## src/rtl/sevseg_pkg.sv

```systemverilog
// Shared types and glyph table for the seven-segment scan driver.
package sevseg_pkg;

    typedef logic [6:0] seg_t;

    localparam seg_t SEG_OFF = 7'h00;

    // Active-high g..a patterns indexed by hex digit value.
    localparam seg_t GLYPHS [16] = '{
        7'h3F, 7'h06, 7'h5B, 7'h4F,
        7'h66, 7'h6D, 7'h7D, 7'h07,
        7'h7F, 7'h6F, 7'h77, 7'h7C,
        7'h39, 7'h5E, 7'h79, 7'h71
    };

    function automatic seg_t hex_to_seg(input logic [3:0] d);
        return GLYPHS[d];
    endfunction

endpackage

```

## src/rtl/sevseg_glyph.sv

```systemverilog
// Combinational hex digit to active-high segment decoder.
module sevseg_glyph
    import sevseg_pkg::*;
(
    input  logic [3:0] digit,
    output seg_t       seg
);

    assign seg = hex_to_seg(digit);

endmodule

```

## src/rtl/sevseg_scan.sv

```systemverilog
// Time-multiplexed N-digit seven-segment driver with tear-free frame commit.
// Leading-zero blanking is compiled in when SEVSEG_SCAN_LZB_EN is defined.
module sevseg_scan
    import sevseg_pkg::*;
#(
    parameter int NUM_DIGITS     = 4,
    parameter int REFRESH_DIV    = 50000,
    parameter bit SEG_ACTIVE_LOW = 1'b1,
    parameter bit AN_ACTIVE_LOW  = 1'b1
) (
    input  logic                    clk,
    input  logic                    rst,
    input  logic [4*NUM_DIGITS-1:0] value,
    input  logic [NUM_DIGITS-1:0]   dp_in,
    input  logic                    load,
    output logic [6:0]              segments,
    output logic                    dp,
    output logic [NUM_DIGITS-1:0]   anodes,
    output logic                    frame_done
);

    localparam int CW = (REFRESH_DIV > 1) ? $clog2(REFRESH_DIV) : 1;
    localparam int IW = (NUM_DIGITS > 1) ? $clog2(NUM_DIGITS) : 1;
    localparam logic [CW-1:0] CNT_LAST = CW'(REFRESH_DIV - 1);
    localparam logic [IW-1:0] IDX_LAST = IW'(NUM_DIGITS - 1);

    // run is low only in the first cycle out of reset, which becomes
    // the digit-0 guard cycle without counting as a frame boundary.
    logic                    run;
    logic [CW-1:0]           cnt;
    logic [IW-1:0]           idx;
    logic [4*NUM_DIGITS-1:0] shadow_val;
    logic [NUM_DIGITS-1:0]   shadow_dp;
    logic                    pending;
    logic [4*NUM_DIGITS-1:0] disp_val;
    logic [NUM_DIGITS-1:0]   disp_dp;

    logic                    wrap;
    logic                    boundary;
    logic                    commit;
    logic [CW-1:0]           cnt_n;
    logic [IW-1:0]           idx_n;
    logic [4*NUM_DIGITS-1:0] disp_val_n;
    logic [NUM_DIGITS-1:0]   disp_dp_n;
    logic [NUM_DIGITS-1:0]   blank;
    logic [3:0]              digit;
    logic                    dp_cur;
    logic                    blank_cur;
    seg_t                    glyph;
    seg_t                    seg_n;
    logic [NUM_DIGITS-1:0]   an_on;

    always_comb begin
        wrap  = run && (cnt == CNT_LAST);
        cnt_n = (!run || wrap) ? '0 : cnt + 1'b1;
        if (!run) begin
            idx_n = '0;
        end else if (wrap) begin
            idx_n = (idx == IDX_LAST) ? '0 : idx + 1'b1;
        end else begin
            idx_n = idx;
        end
        boundary   = wrap && (idx_n == '0);
        commit     = boundary && pending;
        disp_val_n = commit ? shadow_val : disp_val;
        disp_dp_n  = commit ? shadow_dp : disp_dp;
    end

`ifdef SEVSEG_SCAN_LZB_EN
    logic zero_above;

    always_comb begin
        blank      = '0;
        zero_above = 1'b1;
        for (int i = NUM_DIGITS - 1; i > 0; i--) begin
            zero_above = zero_above && (disp_val_n[4*i +: 4] == 4'h0);
            blank[i]   = zero_above;
        end
    end
`else
    assign blank = '0;
`endif

    always_comb begin
        digit     = '0;
        dp_cur    = 1'b0;
        blank_cur = 1'b0;
        for (int i = 0; i < NUM_DIGITS; i++) begin
            if (idx_n == IW'(i)) begin
                digit     = disp_val_n[4*i +: 4];
                dp_cur    = disp_dp_n[i];
                blank_cur = blank[i];
            end
        end
    end

    sevseg_glyph u_glyph (
        .digit (digit),
        .seg   (glyph)
    );

    always_comb begin
        seg_n = blank_cur ? SEG_OFF : glyph;
        an_on = NUM_DIGITS'(1) << idx_n;
        if (cnt_n == '0) begin
            an_on = '0;
        end
    end

    always_ff @(posedge clk) begin
        if (rst) begin
            run        <= 1'b0;
            cnt        <= '0;
            idx        <= '0;
            shadow_val <= '0;
            shadow_dp  <= '0;
            pending    <= 1'b0;
            disp_val   <= '0;
            disp_dp    <= '0;
            segments   <= {7{SEG_ACTIVE_LOW}};
            dp         <= SEG_ACTIVE_LOW;
            anodes     <= {NUM_DIGITS{AN_ACTIVE_LOW}};
            frame_done <= 1'b0;
        end else begin
            run      <= 1'b1;
            cnt      <= cnt_n;
            idx      <= idx_n;
            disp_val <= disp_val_n;
            disp_dp  <= disp_dp_n;
            if (load) begin
                shadow_val <= value;
                shadow_dp  <= dp_in;
                pending    <= 1'b1;
            end else if (boundary) begin
                pending <= 1'b0;
            end
            segments   <= seg_n ^ {7{SEG_ACTIVE_LOW}};
            dp         <= dp_cur ^ SEG_ACTIVE_LOW;
            anodes     <= an_on ^ {NUM_DIGITS{AN_ACTIVE_LOW}};
            frame_done <= boundary;
        end
    end

endmodule

```

## config.mk

```make
export PLATFORM = sky130hd
export DESIGN_NAME = sevseg_scan
export DESIGN_NICKNAME = d
export VERILOG_FILES = /design/src/rtl/sevseg_pkg.sv /design/src/rtl/sevseg_glyph.sv /design/src/rtl/sevseg_scan.sv
export SDC_FILE = /design/constraint.sdc
export NUM_CORES = 1
export LEC_CHECK = 0
export CAP_MARGIN = 30
export CORE_ASPECT_RATIO = 1.25
export CORE_MARGIN = 10
export CORE_UTILIZATION = 56
export DETAILED_ROUTE_END_ITERATION = 16
export PLACE_DENSITY = 0.79
export SLEW_MARGIN = 20
export SYNTH_ARGS = -nofsm -noshare
export SYNTH_HDL_FRONTEND = slang
export SYNTH_SLANG_ARGS = --single-unit
```

## constraint.sdc

```tcl
create_clock -name clk -period 4.35 [get_ports clk]
set_clock_uncertainty 0.2 [all_clocks]
set_input_delay 1.305 -clock clk [delete_from_list [all_inputs] [get_ports clk]]
set_output_delay 1.305 -clock clk [all_outputs]
set_load 0.1 [all_outputs]
```

Yosys cells after proc, flatten, opt, wreduce, memory -nomap -nowiden
Memory sizes are Yosys's and may differ from the RTL's.
Index checks and enable logic that the tools add are counted.
- add/subtract/negate cells: 2
- order comparisons: 1
- equality and inequality tests: 5
- shift operators: 1
- muxes and demuxes: 20
- bitwise operators: 4
- reduce and logical (&&, ||, !) cells: 8
- operators by type and width (cell ; number):
    16-bit two-way mux ; 2
    4-bit two-way mux ; 6
    16-bit by 1-bit adder with 16-bit output (second input constant) ; 1
    16-bit equality test (second input constant) ; 1
    16-bit logical NOT ; 1
    7-bit two-way mux ; 2
    1-bit two-way mux ; 7
    7-bit NOT ; 1
    2-bit equality test (second input constant) ; 3
    2-bit two-way mux ; 3
    5-bit >= comparator (second input constant) ; 1
    4-bit NOT with 5-bit output ; 1
    4-bit NOT ; 1
    1-bit by 2-bit << shifter with 4-bit output (first input constant) ; 1
    1-bit logical AND ; 3
    2-bit by 1-bit adder with 2-bit output (second input constant) ; 1
    2-bit by 1-bit equality test with 1-bit output (second input constant) ; 1
    2-bit logical NOT ; 1
    2-bit nonzero test ; 1
    1-bit logical NOT ; 1
    1-bit logical OR ; 1
    1-bit NOT ; 1
- register bits after elaboration: 73
- bits in read-only memories: 112
- input port bits: 23
- output and inout bits: 13
- word-level logic and storage cells: 54
- memories kept: 1
- memory list (memory ; depth ; width ; read ports ; clocked after Yosys merged registers in ; write ports ; line ; source):
    (no name shown) ; 16 ; 7 ; 1 ; 0 ; 0 ; sevseg_pkg.sv:17 ; return GLYPHS[d];

Longest topological paths before layout
Gate-level depths: netlist (run 1).
- word-level depth: 17
- gate-level depth with buffers: 15
- mapped depth without buffers: 13

Cells and area by module
Synthesis (run 1) repeated with hierarchy kept, for this count alone.
- cell total of the unflattened synthesis: 385
- area total of the unflattened synthesis: 3405.8 um^2
- modules (own cells, without submodules) (module ; instances ; cells each ; area an instance (um^2) ; seq. area each (um^2)):
    sevseg_scan ; 1 ; 352 ; 3115.5 ; 1461.4
    sevseg_glyph ; 1 ; 33 ; 290.3 ; 0.0

Worst setup path after synthesis (run 1)
Ideal clock, no wire load.
- path type: reg2reg
- start: register cnt[0]
- end: register segments[3]
- library setup time: 0.125 ns
- arrival time: 2.750 ns
- data required time: 4.025 ns
- path slack: 1.275 ns
- cell stages (with the launch flop): 15
- path buffers: 2
- clock period less this slack: 3.075 ns
- cell sequence: dfxtp_1 > ha_1 > and3_1 > and4_1 > buf_6 > mux2i_1 > clkbuf_1 > a211oi_1 > a21oi_1 > inv_1 > ha_1 > inv_1 > mux2i_1 > nor3_1 > a31oi_1
- word-level cells in the longest chain between the ends: 17
- elaborated cells between the ends (all ways): 20
- classes of those cells: eq/ne (4); mux (9); bitwise (2); reduce/logical (4); memory (1)
- ends and longest elaborated chain (what ; line ; source):
    from (decl) ; sevseg_scan.sv:30 ; logic [CW-1:0] cnt;
    from (signal assigned) ; sevseg_scan.sv:126 ; cnt <= cnt_n;
    16-bit equality test * ; sevseg_scan.sv:54 ; wrap = run && (cnt == CNT_LAST);
    1-bit logical AND * ; sevseg_scan.sv:54 ;
    2-bit two-way mux ; sevseg_scan.sv:58 ; end else if (wrap) begin
    2-bit two-way mux ; sevseg_scan.sv:56 ; if (!run) begin
    2-bit logical NOT ; sevseg_scan.sv:63, sevseg_scan.sv:89 ;
    1-bit logical AND ; sevseg_scan.sv:63 ; boundary = wrap && (idx_n == '0);
    1-bit logical AND ; sevseg_scan.sv:64 ; commit = boundary && pending;
    16-bit two-way mux ; sevseg_scan.sv:65 ; disp_val_n = commit ? shadow_val : disp_val;
    4-bit two-way mux (3 in a row) ; sevseg_scan.sv:89 ; if (idx_n == IW'(i)) begin
    4-bit two-way mux * ; sevseg_scan.sv:89 ;
    4-bit NOT with 5-bit output (implied by the code) * ; sevseg_pkg.sv:17 ;
    memory read 16 x 7 bit * ; - ;
    7-bit two-way mux (implied by the code) * (2 in a row) ; sevseg_pkg.sv:17 ;
    7-bit NOT (no line) * ; - ;
    to (signal assigned) ; sevseg_scan.sv:120 ; segments <= {7{SEG_ACTIVE_LOW}};
    to (signal assigned) ; sevseg_scan.sv:137 ; segments <= seg_n ^ {7{SEG_ACTIVE_LOW}};
    to (decl) ; sevseg_scan.sv:16 ; output logic [6:0] segments,
Mark *: on every way between the ends. The rest lies on a longest branch, timed or not. The select of a mux whose other input is x is not followed.
A chain may end at the register's enable or synchronous reset.

Final worst setup path (run 1)
Same ends and word-level chain as after synthesis.

==> flow_summary_export.csv, run 1 <==
group,metric,value,unit
clock_tree,cts_sinks,73,
route,drt-initial-drc-count,205,
worst_setup_path,cp_data_arrival_time,3.69,ns
global_routing,antenna_found_initial,0,
route,ant_nets,0,
clock_tree,htree_levels,3,
synthesis,synth_area,3350,um2
floorplanning,die_area,9500,um2
sta,rsz0062_at_grt,"false",
worst_setup_path,cp_max_fo,9,
synthesis,synth_top_cell_area_share,0.436,
clock_tree,cts-resized-gates,0,
worst_setup_path,startpoint,"cnt[0]$_SDFF_PP0_",
worst_setup_path,path_class,"reg2reg",
clock_tree,numCtsBuffers,9,
floorplanning,rows,31,
synthesis,synth.avg_cell_area,8.71,um2
synthesis,async_flop_share,0,
global_routing,grtUsageTotal,0.151,
finish,fin_nets,442,
synthesis,yosysUniqueCellTypes,55,
finish,area_delta_synth_final,17.8,%
job,max_cap_violations,0,
synthesis,synth-main-ff-cell,"dfxtp_1",
synthesis,yosys_warnings,0,
global_routing,overflow,0,
placed_design,dp_cells,466,
clock_tree,cts_tree,"built",
clock_tree,cts_root_buf,"clkbuf_8",
finish,layout.cells.non_filler,482,
route,wirelength,6.92,mm
clock_tree,ctsHoldBuffers,0,
floorplanning,initial_core_util,0.576,
clock_tree,cts_buffer_depth,2,
route,vias,2737,
placed_design,dp_hpwl,4.67,mm
route,drc,0,
sta,tightest_slew,0.983,ns
worst_setup_path,critical-path-slowest-cell,"mux2i_1",
sta,whs,0.252,ns
worst_hold_path,hold_class,"reg2reg",
route,viasPerCell,5.68,
worst_setup_path,crit_path_cell_trace,"ha_1 > and3_1 > and4_1 > mux2i_1 > o21ai_0 > a21oi_1 > inv_1 > ha_1 > inv_1 > mux2i_1 > nor3_1 > a31oi_1",
worst_setup_path,crit_buf_inv,2,
sta,slew_headroom,0.342,
global_routing,grt_max_degree,47,
worst_setup_path,critPathMaxStageDelay,0.64,ns
worst_setup_path,worstPathRequired,4.37,ns
global_routing,grt_pass1_wl,11.8,mm
clock_tree,clk_latency,0.35,ns
clock_tree,cts_setup_buffers,0,
finish,final_layout_size_suffix_gt1_frac,0.0649,
placed_design,finalWeightedCongestion,0.860,
sta,setup_tns,0,ns
synthesis,synth_seq_cells,73,
sta,setup_viol,0,
pwr,power.density,366,nW/um2
sta,max_freq,273,MHz
worst_hold_path,holdCritStartpoint,"disp_val[2]$_SDFF_PP0_",
finish,antenna_cells,0,
sta,slew_viol_final,0,
synthesis,synth_cells,385,
floorplanning,chipWidth,89.2,um
synthesis,ys_top_cells_by_area,"dfxtp_1 (44%), mux2i_1 (9.9%), nand2_1 (6.5%)",
worst_setup_path,cpLargestDelayFamily,"simple AND/OR/NAND/NOR gates",
synthesis,synthesis.nets,416,
synthesis,ys_seq_area_frac,0.436,
pwr,peakVddDrop,293,uV
floorplanning,die-height,107,um
pwr,leakage,1.56,nW
run_status,status,"finished clean",
synthesis,synth.largest_area_cell,"dfxtp_1",
floorplanning,coreArea,5820,um2
synthesis,synth-edff-count,0,
sta,fin_crit_sh,0.843,
worst_setup_path,rr_startpoint,"cnt[0]$_SDFF_PP0_",
route,wl_per_cell,14.4,um
sta,min_period,3.67,ns
sta,finalHoldViolations,0,
clock_tree,path_clk_slew,0.08,ns
synthesis,synthTopCellsByCount,"dfxtp_1 (73), nand2_1 (58), nor2_1 (47)",
floorplanning,ios,36,
synthesis,yosysMostFrequentCell,"dfxtp_1",
worst_setup_path,cp-end-kind,"flop",
worst_setup_path,start_kind,"flop",
global_routing,grt_pass1_vias,2485,
route,firstDrtPassIters,4,
placed_design,numPortBuffers,35,
[flip-flops by register name, summed over array words and instances, names as in the netlist]
| signal | flops |
|---|---|
| cnt | 16 |
| frame_done | 1 |
| pending | 1 |
| anodes | 4 |
| dp | 1 |
| segments | 7 |
| shadow_dp | 4 |
| run | 1 |
| idx | 2 |
| disp_val | 16 |
| shadow_val | 16 |
| disp_dp | 4 |
[stage by stage]
step | power [mW] | instance area [um2] | setup slack (ns) | util
5_1_grt | 1.49 | 3950 | 0.322 | 0.679
6_report | 1.45 | 3950 | 0.682 | 0.679
3_3_place_gp | 0.804 | 3700 | 0.824 | 0.635
4_1_cts | 1.46 | 3950 | 0.699 | 0.679
3_5_place_dp | 0.805 | 3700 | 0.718 | 0.635
2_1_floorplan | 0.769 | 3350 | 1.28 | -
[placed cells by master, fill, tap and decap left out, types with 6 or more instances in the layout]
cell and instances:
ha_1 8, dfxtp_1 73, nand3_1 17, clkbuf_8 11, clkdlybuf4s50_1 35, xor2_1 6, nand2_1 58, mux2i_1 33
o21ai_0 9, nor2_1 47, xnor2_1 11, a21oi_1 23, nor3_1 6, inv_1 8
[metal layers]
metal	GRT usage	wire length, um	vias up
met5	0	0	-
met4	0.0558	102	0
met3	0.0413	455	13
met2	0.223	3140	84
met1	0.205	3220	1265
li1	-	-	1375
[tightest hold or removal path, cell delays in order, from the launching register on]
cell and delay, ns:
dfxtp_1 0.31, nand2_1 0.05, a21oi_1 0.05
[power breakdown]
| group | internal (mW) | switching [mW] |
|---|---|---|
| Sequential | 0.685 | 0.0107 |
| Clock | 0.414 | 0.244 |
| Combinational | 0.0393 | 0.0546 |
[layout make-up]
cell class                      count  area, um2
Multi-Input combinational cell    278       1730
Tap cell                           66       82.6
Fill cell                         496       1870
Sequential cell                    73       1460
Clock buffer                       12        155
Timing Repair Buffer               40        388
Inverter                            9       33.8
Clock inverter                      4       98.8
[worst paths after layout]
check                                         endpoint  slack [ns]  cells past startpoint
worst max-delay path            segments[3]$_SDFF_PP1_        0.68                     12
worst min-delay path            disp_val[2]$_SDFF_PP0_        0.25                      2
worst max register to register  segments[3]$_SDFF_PP1_        0.68                     12
worst min register to register  disp_val[2]$_SDFF_PP0_        0.25                      2
[logic make-up after synthesis]
logic type / Yosys count / share of synthesized area
xor gates and xnor gates: 17 / 0.0444
muxes: 35 / 0.106
adders and majority gates: 8 / 0.0299
and+or+nand+nor: 160 / 0.226
AOI/OAI and AO/OA: 58 / 0.110
buffers and inverters: 34 / 0.0478
DFF: 73 / 0.436
Power figures use the tool's default switching activity.
==> run 2: changes to the inputs <==
- CORE_UTILIZATION: 56 -> 51
- PLACE_DENSITY: 0.79 -> 0.76
- clock period: 4.35 -> 3.07 ns (I/O delays scaled with it)
==> flow_summary_export.csv, run 2 (synthesized netlist as in run 1, its figures left out) <==
group,metric,value,unit
run_status,status,"finished clean",
route,drt-initial-drc-count,206,
clock_tree,cts_root_buf,"clkbuf_8",
route,wl_per_cell,14.0,um
global_routing,grt_pass1_wl,12.3,mm
worst_setup_path,cp_data_arrival_time,2.95,ns
finish,final_cell_mix,"dfxtp_1 (72), nand2_1 (58), nor2_1 (47)",
finish,area_delta_synth_final,21.2,%
global_routing,grt_pass1_vias,2622,
worst_setup_path,cp_max_fo,12,
sta,tightest_slew,0.612,ns
route,viasPerCell,5.33,
floorplanning,chipWidth,92.5,um
worst_setup_path,critPathMaxStageDelay,0.38,ns
global_routing,grt.met3_usage,0.0373,
worst_setup_path,startpoint,"cnt[1]$_SDFF_PP0_",
pwr,leakage,1.66,nW
pwr,power.density,460,nW/um2
worst_setup_path,worstPathRequired,3.11,ns
worst_setup_path,cpLargestDelayFamily,"simple AND/OR/NAND/NOR gates",
route,vias,2795,
global_routing,antenna_found_initial,0,
floorplanning,die-height,111,um
global_routing,busiest_layer,"met2",
floorplanning,ios,36,
global_routing,use_met1,0.173,
worst_setup_path,start_kind,"flop",
sta,finalHoldViolations,0,
job,max_cap_violations,0,
worst_setup_path,rr_startpoint,"cnt[1]$_SDFF_PP0_",
clock_tree,htree_levels,3,
route,wirelength,7.34,mm
sta,setup_tns,0,ns
sta,slew_viol_final,0,
route,ant_nets,0,
sta,rsz0062_at_grt,"false",
clock_tree,cts_buffer_depth,2,
worst_setup_path,cp-end-kind,"flop",
floorplanning,coreArea,6480,um2
sta,slew_headroom,0.591,
global_routing,grt_max_degree,47,
worst_setup_path,ff2ff_setup_slack,0.16,ns
route,drc,0,
clock_tree,cts_tree,"built",
worst_setup_path,worstReg2RegEnd,"segments[0]$_SDFF_PP1_",
finish,antenna_cells,0,
floorplanning,rows,33,
finish,top_regs,"cnt: 16 flops, disp_val: 16 flops, shadow_val: 16 flops",
placed_design,post-place-ws,0.0611,ns
worst_setup_path,reg2reg_depth,11,
worst_setup_path,cpMostUsedCell,"buf_4",
worst_setup_path,crit_path_cell_trace,"ha_1 > and3_1 > and4_1 > buf_4 > mux2_4 > o21a_1 > a22oi_1 > buf_4 > nor2b_1 > a22o_1 > o21ai_1",
worst_setup_path,crit_end,"segments[0]$_SDFF_PP1_",
floorplanning,initial_core_util,0.517,
pwr,peakVddDrop,310,uV
clock_tree,clk_latency,0.35,ns
worst_setup_path,crit_buf_inv,2,
sta,fin_crit_sh,0.949,
global_routing,use_met2,0.237,
worst_setup_path,path_class,"reg2reg",
floorplanning,die_area,10200,um2
clock_tree,cts_sinks,73,
sta,setup_viol,0,
global_routing,grtUsageTotal,0.147,
clock_tree,path_clk_slew,0.07,ns
route,firstDrtPassIters,5,
placed_design,finalWeightedCongestion,0.891,
finish,final_common_cell,"dfxtp_1",
worst_hold_path,hold_class,"reg2reg",
placed_design,dp_hpwl,5.17,mm
placed_design,numPortBuffers,35,
worst_setup_path,crit_cells,11,
finish,fin_nets,464,
sta,max_freq,343,MHz
worst_setup_path,critical-path-slowest-cell,"mux2_4",
global_routing,overflow,0,
sta,min_period,2.91,ns
sta,worst_slack,0.158,ns
sta,whs,0.239,ns
clock_tree,numCtsBuffers,9,
finish,final_layout_size_suffix_gt1_frac,0.151,
run 2: how the worst min path moves through the flow:
stage	from	endpoint	slack [ns]	cells after the start
floorplan	disp_val[10]$_SDFF_PP0_	disp_val[10]$_SDFF_PP0_	0.23	2
global placement	disp_val[10]$_SDFF_PP0_	disp_val[10]$_SDFF_PP0_	0.24	2
detailed placement	disp_val[10]$_SDFF_PP0_	disp_val[10]$_SDFF_PP0_	0.24	2
CTS	disp_val[10]$_SDFF_PP0_	disp_val[10]$_SDFF_PP0_	0.25	2
global route	disp_val[10]$_SDFF_PP0_	disp_val[10]$_SDFF_PP0_	0.27	2
finish	cnt[0]$_SDFF_PP0_	cnt[0]$_SDFF_PP0_	0.24	1
run 2: area by class of cell:
| class | count | area [um2] |
|---|---|---|
| Clock buffer | 12 | 155 |
| Clock inverter | 3 | 40.0 |
| Fill cell | 572 | 2420 |
| Inverter | 9 | 33.8 |
| Multi-Input combinational cell | 278 | 1740 |
| Sequential cell | 73 | 1460 |
| Tap cell | 87 | 109 |
| Timing Repair Buffer | 62 | 520 |
run 2: where the power goes:
group	leakage, nW	total, mW	internal, mW	switching [mW]
Sequential	0.596	0.986	0.970	0.0155
Clock	0.102	0.751	0.413	0.338
Combinational	0.959	0.134	0.0558	0.0785
run 2: per-stage QoR:
stage,instance area [um2],std cells,utilization,total power [mW]
3_5_place_dp,3830,506,0.591,1.14
3_3_place_gp,3830,506,0.591,1.14
4_1_cts,4030,521,0.621,1.88
2_1_floorplan,3350,385,-,1.09
6_report,4060,524,0.627,1.87
5_1_grt,4060,524,0.627,1.93
run 2: layer usage:
metal / routed length, um / vias to the layer above
li1: - / 1429
met2: 3570 / 62
met3: 336 / 16
met5: 0 / -
met4: 182 / 0
met1: 3260 / 1288
run 2: repair_timing:
item,in CTS,in global routing
setup endpoints to repair,0,5
gates resized for setup,0,5
hold buffers,0,0
setup buffers,0,3
==> run 3: changes to the inputs <==
- GPL_TIMING_DRIVEN: default -> 0
==> flow_summary_export.csv, run 3 (synthesized netlist as in run 1, its figures left out) <==
group,metric,value,unit
global_routing,use_met2,0.242,
floorplanning,die_area,10200,um2
floorplanning,coreArea,6480,um2
route,drt-initial-drc-count,143,
clock_tree,clk_latency,0.35,ns
finish,final_common_cell,"dfxtp_1",
finish,top_regs,"cnt: 16 flops, disp_val: 16 flops, shadow_val: 16 flops",
global_routing,antenna_found_initial,0,
worst_hold_path,min_path_cells,2,
clock_tree,numCtsBuffers,9,
finish,multiInputGateArea,1830,um2
floorplanning,initial_core_util,0.517,
worst_setup_path,start_kind,"flop",
global_routing,grt_max_degree,13,
sta,tightest_slew,0.978,ns
floorplanning,rows,33,
route,drc,0,
worst_hold_path,hold_class,"reg2reg",
placed_design,finalWeightedCongestion,0.843,
worst_setup_path,cp_max_fo,6,
finish,fin_util,0.645,
sta,fin_crit_sh,0.981,
worst_setup_path,cp_data_arrival_time,3.05,ns
pwr,peakVddDrop,276,uV
worst_setup_path,path_class,"reg2reg",
global_routing,grtUsageTotal,0.149,
pwr,p_int,1.50,mW
finish,antenna_cells,0,
clock_tree,path_clk_slew,0.07,ns
pwr,leakage,1.63,nW
pwr,total_power,1.96,mW
pwr,switching_power,451,uW
finish,final_layout_size_suffix_gt1_frac,0.136,
worst_hold_path,hold_path_end,"disp_val[15]$_SDFF_PP0_",
worst_setup_path,cp-end-kind,"flop",
floorplanning,ios,36,
finish,seq_area,1470,um2
sta,finalHoldViolations,0,
clock_tree,cts_sinks,73,
sta,slew_viol_final,0,
worst_hold_path,holdCritStartpoint,"disp_val[15]$_SDFF_PP0_",
route,vias,2807,
pwr,p_sw_frac,0.231,
worst_setup_path,rr_startpoint,"idx[0]$_SDFF_PP0_",
finish,fin_nets,466,
route,wl_per_cell,14.3,um
pwr,comb_power_share,0.070,
global_routing,grt.met3_usage,0.0522,
finish,layout.cells.non_filler,527,
finish,fill_cells,564,
placed_design,numPortBuffers,34,
route,viasPerCell,5.33,
sta,max_freq,332,MHz
global_routing,grt_pass1_wl,12.5,mm
sta,setup_viol,0,
finish,final_cell_mix,"dfxtp_1 (67), nand2_1 (58), nor2_1 (47)",
floorplanning,chipWidth,92.5,um
global_routing,busiest_layer,"met2",
pwr,pwr-share-seq,0.504,
clock_tree,htree_levels,3,
worst_setup_path,worstReg2RegEnd,"segments[3]$_SDFF_PP1_",
route,wirelength,7.55,mm
placed_design,dp_hpwl,5.39,mm
pwr,power.density,467,nW/um2
run_status,status,"finished clean",
finish,area_delta_synth_final,24.8,%
job,max_cap_violations,0,
global_routing,grt_pass1_vias,2653,
route,firstDrtPassIters,4,
worst_setup_path,ff2ff_setup_slack,0.06,ns
sta,rsz0062_at_grt,"true",
global_routing,use_met1,0.176,
sta,slew_headroom,0.346,
placed_design,dp_cells,506,
floorplanning,die-height,111,um
global_routing,overflow,0,
route,ant_nets,0,
worst_setup_path,reg2reg_depth,14,
sta,min_period,3.01,ns
clock_tree,cts_buffer_depth,2,
clock_tree,cts_tree,"built",
worst_setup_path,worstPathRequired,3.10,ns
sta,whs,0.257,ns
pwr,p_clk_frac,0.426,
clock_tree,cts_root_buf,"clkbuf_8",
clock_tree,ctsHoldBuffers,0,
## run 3: repair_timing
item | in CTS | in global routing
setup buffers | 6 | 1
pin swaps | 4 | 3
endpoints found under the setup margin | 7 | 11
resized for setup | 15 | 20
endpoints found under the hold margin | 0 | 0
## run 3: worst max-delay path by stage
stage                             from                endpoint  cells past startpoint
floorplan            cnt[0]$_SDFF_PP0_  segments[3]$_SDFF_PP1_                     14
global placement     cnt[0]$_SDFF_PP0_  segments[3]$_SDFF_PP1_                     13
detailed placement   cnt[0]$_SDFF_PP0_  segments[3]$_SDFF_PP1_                     13
CTS                 cnt[14]$_SDFF_PP0_  segments[3]$_SDFF_PP1_                     14
global route         cnt[4]$_SDFF_PP0_  segments[3]$_SDFF_PP1_                     15
finish               idx[0]$_SDFF_PP0_  segments[3]$_SDFF_PP1_                     14
## run 3: final cells by class
type                    instances  share of cell area
flip-flops and latches         73               0.352
inverters                       9             0.00807
clock inverters                 5              0.0188
clock buffers                  11              0.0338
well taps                      87              0.0260
multi-input cells             278               0.437
repair buffers                 41              0.0939
plain buffers                  23              0.0302
## run 3: power by group through the flow
stage | sequential (mW) | clock, mW | combinational, mW
6_report | 0.985 | 0.833 | 0.137
5_1_grt | 0.988 | 0.897 | 0.148
4_1_cts | 0.986 | 0.845 | 0.139
3_5_place_dp | 1.01 | 0 | 0.137
3_3_place_gp | 1.01 | 0 | 0.135
2_1_floorplan | 1.04 | 0 | 0.0503
## run 3: critical path: stages (launching register included)
cell and delay (ns):
dfxtp_1 0.33, ha_1 0.31, nor2b_1 0.20, and2_2 0.24, and2_1 0.16, buf_6 0.14
mux2i_1 0.20, o21ai_1 0.10, a21oi_2 0.34, inv_2 0.10, ha_1 0.22, inv_1 0.07
mux2i_1 0.07, nor3_1 0.14, a31oi_1 0.05
## run 3: routing by layer
| metal | vias up | part of all wire |
|---|---|---|
| met3 | 7 | 0.051 |
| met4 | 0 | 0.011 |
| li1 | 1428 | - |
| met5 | - | 0 |
| met1 | 1304 | 0.43 |
| met2 | 68 | 0.51 |
## run 3: per-stage QoR
step                      setup TNS (ns)  worst slack, ns  instance area (um2)
after detailed placement           -3.67           -0.626                 3800
after global routing              -0.613           -0.162                 4180
final                                  0           0.0580                 4180
after floorplan                        0           0.0565                 3350
after global placement             -2.95           -0.526                 3800
after CTS                              0          0.00164                 4120
